--- src/rtl/line_raster_pkg.sv ---
// Shared constants for the Bresenham line rasterizer: FSM state encoding,
// error-term width helper and default framebuffer size.
package line_raster_pkg;

  typedef logic [1:0] state_t;

  localparam state_t ST_IDLE  = 2'd0;
  localparam state_t ST_SETUP = 2'd1;
  localparam state_t ST_STEP  = 2'd2;
  localparam state_t ST_FIN   = 2'd3;

  localparam int DEF_COORD_W = 8;
  localparam int DEF_FB_W    = 64;
  localparam int DEF_FB_H    = 64;
  localparam int ERR_W       = DEF_COORD_W + 2;

  // Two guard bits keep 2*err and err+dx+dy in range for any endpoints.
  function automatic int err_width(input int coord_w);
    return coord_w + 2;
  endfunction

endpackage

--- src/rtl/line_raster_step.sv ---
// Combinational Bresenham step: next x, y and error term from the current
// position and the line's signed deltas and step directions.
module line_raster_step
  import line_raster_pkg::*;
#(
  parameter int COORD_W = DEF_COORD_W,
  parameter int EW      = err_width(COORD_W)
) (
  input  logic [COORD_W-1:0]   cur_x_i,
  input  logic [COORD_W-1:0]   cur_y_i,
  input  logic signed [EW-1:0] err_i,
  input  logic signed [EW-1:0] dx_i,
  input  logic signed [EW-1:0] dy_i,
  input  logic                 sx_neg_i,
  input  logic                 sy_neg_i,
  output logic [COORD_W-1:0]   nxt_x_o,
  output logic [COORD_W-1:0]   nxt_y_o,
  output logic signed [EW-1:0] nxt_err_o
);

  localparam logic [COORD_W-1:0] ONE = COORD_W'(1);

  logic signed [EW-1:0] e2_s;
  logic signed [EW-1:0] err_x_s;

  // Both axis decisions use e2 from the pre-step error term.
  always_comb begin
    e2_s = err_i <<< 1;
    if (e2_s >= dy_i) begin
      err_x_s = err_i + dy_i;
      nxt_x_o = sx_neg_i ? (cur_x_i - ONE) : (cur_x_i + ONE);
    end else begin
      err_x_s = err_i;
      nxt_x_o = cur_x_i;
    end
    if (e2_s <= dx_i) begin
      nxt_err_o = err_x_s + dx_i;
      nxt_y_o   = sy_neg_i ? (cur_y_i - ONE) : (cur_y_i + ONE);
    end else begin
      nxt_err_o = err_x_s;
      nxt_y_o   = cur_y_i;
    end
  end

endmodule

--- src/rtl/line_rasterizer.sv ---
// Bresenham line rasterizer with valid/ready pixel output.
// Define LINE_RASTER_CLIP_EN to skip pixels outside FB_W x FB_H.
module line_rasterizer
  import line_raster_pkg::*;
#(
  parameter int COORD_W = DEF_COORD_W,
  parameter int FB_W    = DEF_FB_W,
  parameter int FB_H    = DEF_FB_H
) (
  input  logic               clk,
  input  logic               rst,
  input  logic               start,
  input  logic [COORD_W-1:0] x0,
  input  logic [COORD_W-1:0] y0,
  input  logic [COORD_W-1:0] x1,
  input  logic [COORD_W-1:0] y1,
  output logic               busy,
  output logic               pix_valid,
  input  logic               pix_ready,
  output logic [COORD_W-1:0] pix_x,
  output logic [COORD_W-1:0] pix_y,
  output logic               pix_last,
  output logic               done
);

  localparam int EW = err_width(COORD_W);
`ifdef LINE_RASTER_CLIP_EN
  localparam bit CLIP_EN = 1'b1;
`else
  localparam bit CLIP_EN = 1'b0;
`endif
  localparam logic [COORD_W:0] FB_W_L = (COORD_W+1)'(FB_W);
  localparam logic [COORD_W:0] FB_H_L = (COORD_W+1)'(FB_H);

  state_t               state_q, state_d;
  logic [COORD_W-1:0]   x_q, x_d, y_q, y_d, x1_q, x1_d, y1_q, y1_d;
  logic signed [EW-1:0] dx_q, dx_d, dy_q, dy_d, err_q, err_d;
  logic                 sx_neg_q, sx_neg_d, sy_neg_q, sy_neg_d;

  logic [COORD_W-1:0]   step_x_s, step_y_s, adx_s, ady_s;
  logic signed [EW-1:0] step_err_s;
  logic                 at_end_s, outside_s, in_step_s, advance_s;

  line_raster_step #(.COORD_W(COORD_W), .EW(EW)) u_step (
    .cur_x_i  (x_q),
    .cur_y_i  (y_q),
    .err_i    (err_q),
    .dx_i     (dx_q),
    .dy_i     (dy_q),
    .sx_neg_i (sx_neg_q),
    .sy_neg_i (sy_neg_q),
    .nxt_x_o  (step_x_s),
    .nxt_y_o  (step_y_s),
    .nxt_err_o(step_err_s)
  );

  // Clipped pixels are never presented, so they advance without waiting on ready.
  assign at_end_s  = (x_q == x1_q) && (y_q == y1_q);
  assign outside_s = CLIP_EN && (({1'b0, x_q} >= FB_W_L) || ({1'b0, y_q} >= FB_H_L));
  assign in_step_s = (state_q == ST_STEP);
  assign advance_s = in_step_s && (outside_s || pix_ready);
  assign adx_s     = (x1_q >= x_q) ? (x1_q - x_q) : (x_q - x1_q);
  assign ady_s     = (y1_q >= y_q) ? (y1_q - y_q) : (y_q - y1_q);

  assign busy      = (state_q != ST_IDLE);
  assign pix_valid = in_step_s && !outside_s;
  assign pix_last  = pix_valid && at_end_s;
  assign pix_x     = x_q;
  assign pix_y     = y_q;
  assign done      = (state_q == ST_FIN);

  // Next-state and datapath update for the draw FSM.
  always_comb begin
    state_d  = state_q;
    x_d      = x_q;
    y_d      = y_q;
    x1_d     = x1_q;
    y1_d     = y1_q;
    dx_d     = dx_q;
    dy_d     = dy_q;
    err_d    = err_q;
    sx_neg_d = sx_neg_q;
    sy_neg_d = sy_neg_q;
    case (state_q)
      ST_IDLE: begin
        if (start) begin
          x_d     = x0;
          y_d     = y0;
          x1_d    = x1;
          y1_d    = y1;
          state_d = ST_SETUP;
        end else begin
          state_d = ST_IDLE;
        end
      end
      ST_SETUP: begin
        dx_d     = $signed({2'b00, adx_s});
        dy_d     = -$signed({2'b00, ady_s});
        err_d    = $signed({2'b00, adx_s}) - $signed({2'b00, ady_s});
        sx_neg_d = (x1_q < x_q);
        sy_neg_d = (y1_q < y_q);
        state_d  = ST_STEP;
      end
      ST_STEP: begin
        if (advance_s && at_end_s) begin
          state_d = ST_FIN;
        end else if (advance_s) begin
          x_d   = step_x_s;
          y_d   = step_y_s;
          err_d = step_err_s;
        end else begin
          state_d = ST_STEP;
        end
      end
      ST_FIN: begin
        state_d = ST_IDLE;
      end
      default: begin
        state_d = ST_IDLE;
      end
    endcase
  end

  // State and datapath registers; reset clears everything to zero.
  always_ff @(posedge clk or posedge rst) begin
    if (rst) begin
      state_q  <= ST_IDLE;
      x_q      <= '0;
      y_q      <= '0;
      x1_q     <= '0;
      y1_q     <= '0;
      dx_q     <= '0;
      dy_q     <= '0;
      err_q    <= '0;
      sx_neg_q <= 1'b0;
      sy_neg_q <= 1'b0;
    end else begin
      state_q  <= state_d;
      x_q      <= x_d;
      y_q      <= y_d;
      x1_q     <= x1_d;
      y1_q     <= y1_d;
      dx_q     <= dx_d;
      dy_q     <= dy_d;
      err_q    <= err_d;
      sx_neg_q <= sx_neg_d;
      sy_neg_q <= sy_neg_d;
    end
  end

endmodule

--- config.mk ---
export PLATFORM = sky130hd
export DESIGN_NAME = line_rasterizer
export DESIGN_NICKNAME = d
export VERILOG_FILES = /design/src/rtl/line_raster_pkg.sv /design/src/rtl/line_raster_step.sv /design/src/rtl/line_rasterizer.sv
export SDC_FILE = /design/constraint.sdc
export NUM_CORES = 1
export LEC_CHECK = 0
export CAP_MARGIN = 20
export CELL_PAD_IN_SITES_DETAIL_PLACEMENT = 1
export CELL_PAD_IN_SITES_GLOBAL_PLACEMENT = 2
export CORE_MARGIN = 4
export CORE_UTILIZATION = 40
export DETAILED_ROUTE_END_ITERATION = 12
export PLACE_DENSITY = 0.87
export SLEW_MARGIN = 5
export SYNTH_ARGS = -nofsm -noshare
export SYNTH_HDL_FRONTEND = slang
export SYNTH_SLANG_ARGS = --single-unit
--- constraint.sdc ---
create_clock -name clk -period 6.5 [get_ports clk]
set_input_delay 0.975 -clock clk [delete_from_list [all_inputs] [get_ports clk]]
set_output_delay 0.975 -clock clk [all_outputs]
set_load 0.1 [all_outputs]
Word-level counts from Yosys, hierarchy flattened
Index checks and enable logic that the tools add are counted.
- magnitude comparators: 6
- add/subtract/negate cells: 12
- mux-type cells: 23
- equal/unequal tests: 11
- reductions and logical operators: 12
- operators by type and width (cell ; count):
    8-bit 2-to-1 mux ; 12
    10-bit 2-to-1 mux ; 4
    8-bit case mux with 2 select lines ; 2
    8-bit subtractor ; 4
    10-bit case mux with 2 select lines ; 1
    8-bit by 1-bit adder with 8-bit output (second input constant) ; 2
    8-bit == test ; 2
    8-bit greater-or-equal comparator ; 2
    8-bit less-than comparator ; 2
    8-bit by 1-bit subtractor with 8-bit output (second input constant) ; 2
    10-bit adder ; 1
    10-bit by 9-bit adder with 10-bit output ; 1
    10-bit greater-or-equal comparator ; 1
    10-bit by 9-bit <= comparator with 1-bit output ; 1
    8-bit negation with 10-bit output ; 1
    5-bit AND reduction ; 2
    8-bit by 8-bit subtractor with 9-bit output ; 1
    2-bit case mux with 4 select lines ; 1
    2-bit by 1-bit inequality test with 1-bit output (second input constant) ; 3
    2-bit nonzero test ; 3
    2-bit == test (second input constant) ; 2
    1-bit logical AND ; 4
    2-bit 2-to-1 mux ; 2
    2-bit inequality test (second input constant) ; 2
    6 further kinds ; 6
- register bits: 64

Depth between registers and ports, before layout
- depth in word-level cells: 7
- mapped depth: 20

Cells and area by module
A second synthesis with hierarchy kept.
- cells, all modules: 769
- area total of the unflattened synthesis: 6573.8 sq um
- modules (own cells, without submodules) (module ; instances ; area each (sq um) ; cells an instance):
    line_rasterizer ; 1 ; 4523.1 ; 486
    line_raster_step ; 1 ; 2050.7 ; 283

Least setup slack after synthesis
No wires, ideal clock.
- path kind: register to register
- from: register x_q[1] (netlist: pix_x[1])
- to: register err_q[8]
- slack: 2008 ps
- stages on the path, launching flop included: 18
- setup time: 66 ps
- data arrival time: 4425 ps
- data required time: 6434 ps
- path buffers: 1
- cells stage by stage: dfrtp_1 inv_1 fa_1 a21oi_1 o211ai_1 a221o_1 buf_2 mux2i_1 xnor2_1 ha_1 nor2b_1 o21ai_0 a21boi_0 o21ai_0 nand2b_1 a21o_1 a2111oi_0 a221o_1
- RTL lines (element ; line ; RTL):
    start, declared ; line_rasterizer.sv:36 ; logic [COORD_W-1:0] x_q, x_d, y_q, y_d, x1_q, x1_d, y1_q, y1_d;
    start signal, assigned ; line_rasterizer.sv:128 ; x_q <= '0;
    start signal, assigned ; line_rasterizer.sv:139 ; x_q <= x_d;
    8-bit subtractor / 8-bit greater-or-equal comparator (equally long branches) ; line_rasterizer.sv:62 ; assign adx_s = (x1_q >= x_q) ? (x1_q - x_q) : (x_q - x1_q);
    8-bit 2-to-1 mux * ; line_rasterizer.sv:62 ;
    via adx_s[2] ; line_rasterizer.sv:40 ; logic [COORD_W-1:0] step_x_s, step_y_s, adx_s, ady_s;
    8-bit by 8-bit subtractor with 9-bit output * ; line_rasterizer.sv:99 ; err_d = $signed({2'b00, adx_s}) - $signed({2'b00, ady_s});
    10-bit case mux with 2 select lines * ; line_rasterizer.sv:84 ; case (state_q)
    end signal, assigned ; line_rasterizer.sv:145 ; err_q <= err_d;
    end, declared ; line_rasterizer.sv:37 ; logic signed [EW-1:0] dx_q, dx_d, dy_q, dy_d, err_q, err_d;
The timed path passes the listed nets; every way through them passes the cells marked *.
A chain may end at the register's enable or synchronous reset.

Worst setup path in the final report
- from: register err_q[6]
- to: register err_q[8]
- longest elaborated chain between the ends: 7
- ends and longest elaborated chain (element ; line ; RTL):
    10-bit adder / 10-bit greater-or-equal comparator (equally long branches) ; line_raster_step.sv:30, line_raster_step.sv:29 ;
    10-bit 2-to-1 mux ; line_raster_step.sv:29 ; if (e2_s >= dy_i) begin
    10-bit by 9-bit adder with 10-bit output ; line_raster_step.sv:37 ; nxt_err_o = err_x_s + dx_i;
    10-bit 2-to-1 mux * ; line_raster_step.sv:36 ; if (e2_s <= dx_i) begin
    10-bit 2-to-1 mux * ; line_rasterizer.sv:107 ; end else if (advance_s) begin
    10-bit 2-to-1 mux * ; line_rasterizer.sv:105 ; if (advance_s && at_end_s) begin
    10-bit case mux with 2 select lines * ; line_rasterizer.sv:84 ;
Every way passes the cells marked *; elsewhere a longest branch is shown, timed or not. The select of a mux whose other input is x is not followed.

==> run_summary.xml <==
<?xml version="1.0" encoding="UTF-8"?>
<metrics>
  <group name="synth">
    <metric name="postSynthAreaPerCell" unit="µm²">8.98</metric>
    <metric name="top_flip_flop_cell_by_instance_count_after_synthesis" unit="">sky130_fd_sc_hd__dfrtp_1</metric>
    <metric name="synth-edff-count" unit="">0</metric>
    <metric name="ys_ff_latch" unit="">63</metric>
    <metric name="synth_sequential_area_ratio" unit="%">25.2</metric>
    <metric name="synth.cell_area" unit="mm²">0.00627</metric>
    <metric name="synth_fp_nets" unit="">831</metric>
    <metric name="syn_inst" unit="">698</metric>
    <metric name="synth_async_sr_flop_share" unit="%">100</metric>
    <metric name="yosysUniqueCellTypes" unit="">73</metric>
    <metric name="ys_warn_count" unit="">0</metric>
  </group>
  <group name="grt">
    <metric name="grt-ovfl-total" unit="">0</metric>
    <metric name="grt.total_usage" unit="%">20.6</metric>
    <metric name="grt_antenna_before_repair" unit="">0</metric>
    <metric name="wire_length_of_the_first_global_routing_pass" unit="µm">29600</metric>
    <metric name="grt_max_degree" unit="">64</metric>
    <metric name="first_global_vias" unit="">5811</metric>
  </group>
  <group name="detailed_routing">
    <metric name="number_of_design_rule_violations_left_after_detail_routing" unit="">0</metric>
    <metric name="wl_per_cell" unit="µm">18.2</metric>
    <metric name="drt_first_pass_iters" unit="">4</metric>
    <metric name="dr_total_vias" unit="">5265</metric>
    <metric name="vias_per_cell" unit="">5.46</metric>
    <metric name="finalWirelength" unit="µm">17600</metric>
    <metric name="drtIter0Drc" unit="">200</metric>
    <metric name="ant_nets" unit="">0</metric>
  </group>
  <group name="sta">
    <metric name="finClkSkew" unit="ps">8.40</metric>
    <metric name="final_count_of_negative_setup_slack_endpoints" unit="">0</metric>
    <metric name="final.min_clock_period" unit="ps">4950</metric>
    <metric name="timing_max_transition_violations_final" unit="">0</metric>
    <metric name="finalCritPeriodShare" unit="%">76.1</metric>
    <metric name="setup_total_negative_slack" unit="ps">0</metric>
    <metric name="achievable-frequency" unit="GHz">0.202</metric>
    <metric name="grt_setup_unrepaired" unit="">no</metric>
    <metric name="hold_viol_final" unit="">0</metric>
    <metric name="slew_headroom" unit="%">31.0</metric>
    <metric name="tightest_slew" unit="ps">1030</metric>
  </group>
  <group name="clocking">
    <metric name="cts_num_sinks" unit="">63</metric>
    <metric name="insertion_delay" unit="ps">350</metric>
    <metric name="cts.reportedPaths.clkPinSlew" unit="ps">60</metric>
    <metric name="clock_path_buffers" unit="">2</metric>
    <metric name="cell_chosen_for_the_clock_root" unit="">sky130_fd_sc_hd__clkbuf_16</metric>
    <metric name="cts_inserted_buffers" unit="">9</metric>
    <metric name="tritoncts_clock_tree" unit="">done</metric>
    <metric name="ctsHtreeMaxLevel" unit="">3</metric>
    <metric name="cts_resized" unit="">0</metric>
    <metric name="post_cts_buffers" unit="">0</metric>
    <metric name="hold_buffers" unit="">0</metric>
  </group>
  <group name="outcome">
    <metric name="status" unit="">completed</metric>
  </group>
  <group name="floorplan">
    <metric name="placementRows" unit="">45</metric>
    <metric name="die_x" unit="µm">133</metric>
    <metric name="io-pin-count" unit="">56</metric>
    <metric name="die_h" unit="µm">133</metric>
    <metric name="design.die.area" unit="mm²">0.0177</metric>
    <metric name="core_region_area" unit="mm²">0.0153</metric>
    <metric name="floorplan.initialDensity" unit="%">41.1</metric>
  </group>
  <group name="job">
    <metric name="drv.max_cap_violation_count" unit="">0</metric>
  </group>
  <group name="worst_hold_path">
    <metric name="worstHoldEndpoint" unit="">y1_q[7]$_DFFE_PP0P_</metric>
    <metric name="worst_hold_startpoint" unit="">y1_q[7]$_DFFE_PP0P_</metric>
    <metric name="number_of_stages_on_the_worst_hold_path" unit="">1</metric>
    <metric name="worstHoldPathType" unit="">reg -&gt; reg</metric>
  </group>
  <group name="place">
    <metric name="hpwl" unit="µm">13700</metric>
    <metric name="port-buffer-count" unit="">55</metric>
    <metric name="gpl_wtd_cong" unit="">0.881</metric>
  </group>
  <group name="setup_path">
    <metric name="critPathKind" unit="">reg -&gt; reg</metric>
    <metric name="timing.reg2reg.setup_slack" unit="ps">1550</metric>
    <metric name="crit_fanout" unit="">12</metric>
    <metric name="required_worst_endpoint" unit="ps">6730</metric>
    <metric name="r2r.worst_path.cells" unit="">18</metric>
    <metric name="worst_setup_path_end_kind" unit="">flip-flop</metric>
    <metric name="r2r_start" unit="">err_q[6]$_DFFE_PP0P_</metric>
    <metric name="start_kind" unit="">flip-flop</metric>
    <metric name="timing.rr.end" unit="">err_q[8]$_DFFE_PP0P_</metric>
    <metric name="cp.arrival" unit="ps">5180</metric>
  </group>
  <group name="final_layout">
    <metric name="post-route-util" unit="%">47.8</metric>
    <metric name="drive_above_1_share" unit="%">9.56</metric>
    <metric name="multi_input_area" unit="mm²">0.00426</metric>
    <metric name="total_of_fill_cells_in_the_finished_design" unit="">1769</metric>
    <metric name="final_nets" unit="">881</metric>
    <metric name="diodes" unit="">0</metric>
    <metric name="register_area" unit="mm²">0.00158</metric>
    <metric name="area_growth_syn_to_layout" unit="%">16.5</metric>
  </group>
</metrics>
## synthesized netlist by cell type (all sizes together), types with 3 or more instances
cell type	instances	share of area, %
nor3	12	0.96
nand4	8	0.90
a21o	23	2.8
nor2b	11	1.1
inv	84	5.0
a21oi	49	4.4
xor2	8	1.1
fa	9	2.9
ha	88	18
o211ai	5	0.60
buf	7	1.0
a31oi	7	0.90
a21boi	5	0.60
a211oi	6	0.80
nand2	35	2.1
nand3	8	0.72
o41ai	4	0.56
or2	3	0.34
o21a	6	0.72
nand2b	10	1.0
clkbuf	13	0.94
and3	3	0.34
o22ai	8	0.80
dfrtp	63	25
mux2i	23	3.7
mux2	29	5.2
o21ai	35	2.9
o21bai	6	0.72
o32ai	3	0.42
nor2	58	3.5
xnor2	31	4.5
a221o	5	0.80
a2111oi	3	0.74
## area by class of cell
class	instances	share of cell area (%)
multi-input combinational	531	58.4
sequential	63	21.6
timing repair buffer	59	7.95
inverter	84	4.32
tap	211	3.62
clock buffer	10	3.27
clock inverter	6	0.823
## registers in the layout (all words and copies together) (netlist names)
register,count
dy_q,10
err_q,9
dx_q,8
pix_x,8
pix_y,8
x1_q,8
y1_q,8
state_q,2
sx_neg_q,1
sy_neg_q,1
## layout by cell type, fill, tap and decap left out, types with 3 or more instances in the layout
| cell | synthesis | routed |
|---|---|---|
| sky130_fd_sc_hd__nand4_1 | 7 | 7 |
| sky130_fd_sc_hd__a31oi_1 | 5 | 5 |
| sky130_fd_sc_hd__ha_1 | 88 | 87 |
| sky130_fd_sc_hd__o211ai_1 | 5 | 5 |
| sky130_fd_sc_hd__nand2_1 | 35 | 35 |
| sky130_fd_sc_hd__a221o_1 | 5 | 5 |
| sky130_fd_sc_hd__xnor2_1 | 30 | 30 |
| sky130_fd_sc_hd__mux2i_1 | 23 | 23 |
| sky130_fd_sc_hd__a21boi_0 | 5 | 5 |
| sky130_fd_sc_hd__nor2b_1 | 11 | 11 |
| sky130_fd_sc_hd__a211oi_1 | 5 | 5 |
| sky130_fd_sc_hd__nor2_1 | 57 | 57 |
| sky130_fd_sc_hd__o22ai_1 | 8 | 8 |
| sky130_fd_sc_hd__inv_1 | 84 | 83 |
| sky130_fd_sc_hd__nand3_1 | 7 | 7 |
| sky130_fd_sc_hd__clkdlybuf4s50_1 | 0 | 55 |
| sky130_fd_sc_hd__buf_4 | 1 | 4 |
| sky130_fd_sc_hd__clkbuf_16 | 0 | 9 |
| sky130_fd_sc_hd__a21oi_1 | 45 | 45 |
| sky130_fd_sc_hd__xor2_1 | 8 | 8 |
| sky130_fd_sc_hd__o21a_1 | 6 | 6 |
| sky130_fd_sc_hd__o21bai_1 | 6 | 6 |
| sky130_fd_sc_hd__clkinv_2 | 0 | 3 |
| sky130_fd_sc_hd__mux2_2 | 28 | 28 |
| sky130_fd_sc_hd__o41ai_1 | 4 | 4 |
| sky130_fd_sc_hd__nor3_1 | 12 | 12 |
| sky130_fd_sc_hd__o21ai_0 | 28 | 28 |
| sky130_fd_sc_hd__fa_1 | 9 | 9 |
| sky130_fd_sc_hd__a21o_1 | 23 | 23 |
| sky130_fd_sc_hd__o21ai_1 | 6 | 6 |
| sky130_fd_sc_hd__nand2b_1 | 10 | 10 |
| sky130_fd_sc_hd__dfrtp_1 | 63 | 63 |
## metrics by stage
| step | std cells | worst slack, ps | instance area [µm²] | hold slack (ps) |
|---|---|---|---|---|
| after floorplan | 698 | 2010 | 6270 | 481 |
| after global placement | 948 | 1800 | 7000 | 500 |
| after detailed placement | 948 | 1610 | 7000 | 506 |
| after CTS | 964 | 1550 | 7300 | 514 |
| after global routing | 964 | 1140 | 7300 | 518 |
| final | 964 | 1550 | 7300 | 511 |
## logic make-up after synthesis
kind of cell | Yosys count | synth area share (%)
compound gates | 184 | 20.7
xor+xnor | 39 | 5.57
fa+ha+maj | 97 | 20.4
buf+inv | 104 | 6.97
flops | 63 | 25.2
mux | 52 | 8.89
simple gates | 159 | 12.3
## worst max path at each step
stage,start,to,slack (ps),cells past startpoint
after CTS,err_q[6]$_DFFE_PP0P_,err_q[8]$_DFFE_PP0P_,1550,18
after detailed placement,err_q[6]$_DFFE_PP0P_,err_q[8]$_DFFE_PP0P_,1610,18
after floorplan,pix_x[1]$_DFFE_PP0P_,err_q[8]$_DFFE_PP0P_,2010,17
after global placement,err_q[6]$_DFFE_PP0P_,err_q[8]$_DFFE_PP0P_,1800,18
after global routing,err_q[6]$_DFFE_PP0P_,err_q[8]$_DFFE_PP0P_,1140,18
final,err_q[6]$_DFFE_PP0P_,err_q[8]$_DFFE_PP0P_,1550,18
## worst max-delay path, cell delays in order (launching register included)
cell                        delay (ps)
sky130_fd_sc_hd__dfrtp_1           440
sky130_fd_sc_hd__ha_1              310
sky130_fd_sc_hd__a21o_1            180
sky130_fd_sc_hd__a21o_1            170
sky130_fd_sc_hd__a211oi_1          370
sky130_fd_sc_hd__o2111ai_1         170
sky130_fd_sc_hd__o21ai_1           570
sky130_fd_sc_hd__mux2_2            440
sky130_fd_sc_hd__ha_1              200
sky130_fd_sc_hd__inv_1              70
sky130_fd_sc_hd__fa_1              210
sky130_fd_sc_hd__inv_1              50
sky130_fd_sc_hd__a21o_1            150
sky130_fd_sc_hd__a21oi_1           220
sky130_fd_sc_hd__o21ai_0           160
sky130_fd_sc_hd__o41ai_1           290
sky130_fd_sc_hd__mux2_2            390
sky130_fd_sc_hd__xnor2_1           130
sky130_fd_sc_hd__a221o_1           290
## routing by layer
metal | vias up | part of all wire (%) | GRT usage, % | wire length (µm)
li1 | 2566 | - | - | -
met1 | 2577 | 46 | 26.5 | 8050
met2 | 93 | 48 | 34.9 | 8430
met3 | 29 | 3.4 | 3.17 | 604
met4 | 0 | 2.7 | 8.11 | 482
met5 | - | 0 | 0 | 0
Power is left out: the tool's default activity adds up to more than one toggle a clock period on the data nets, which glitch-free logic cannot reach.
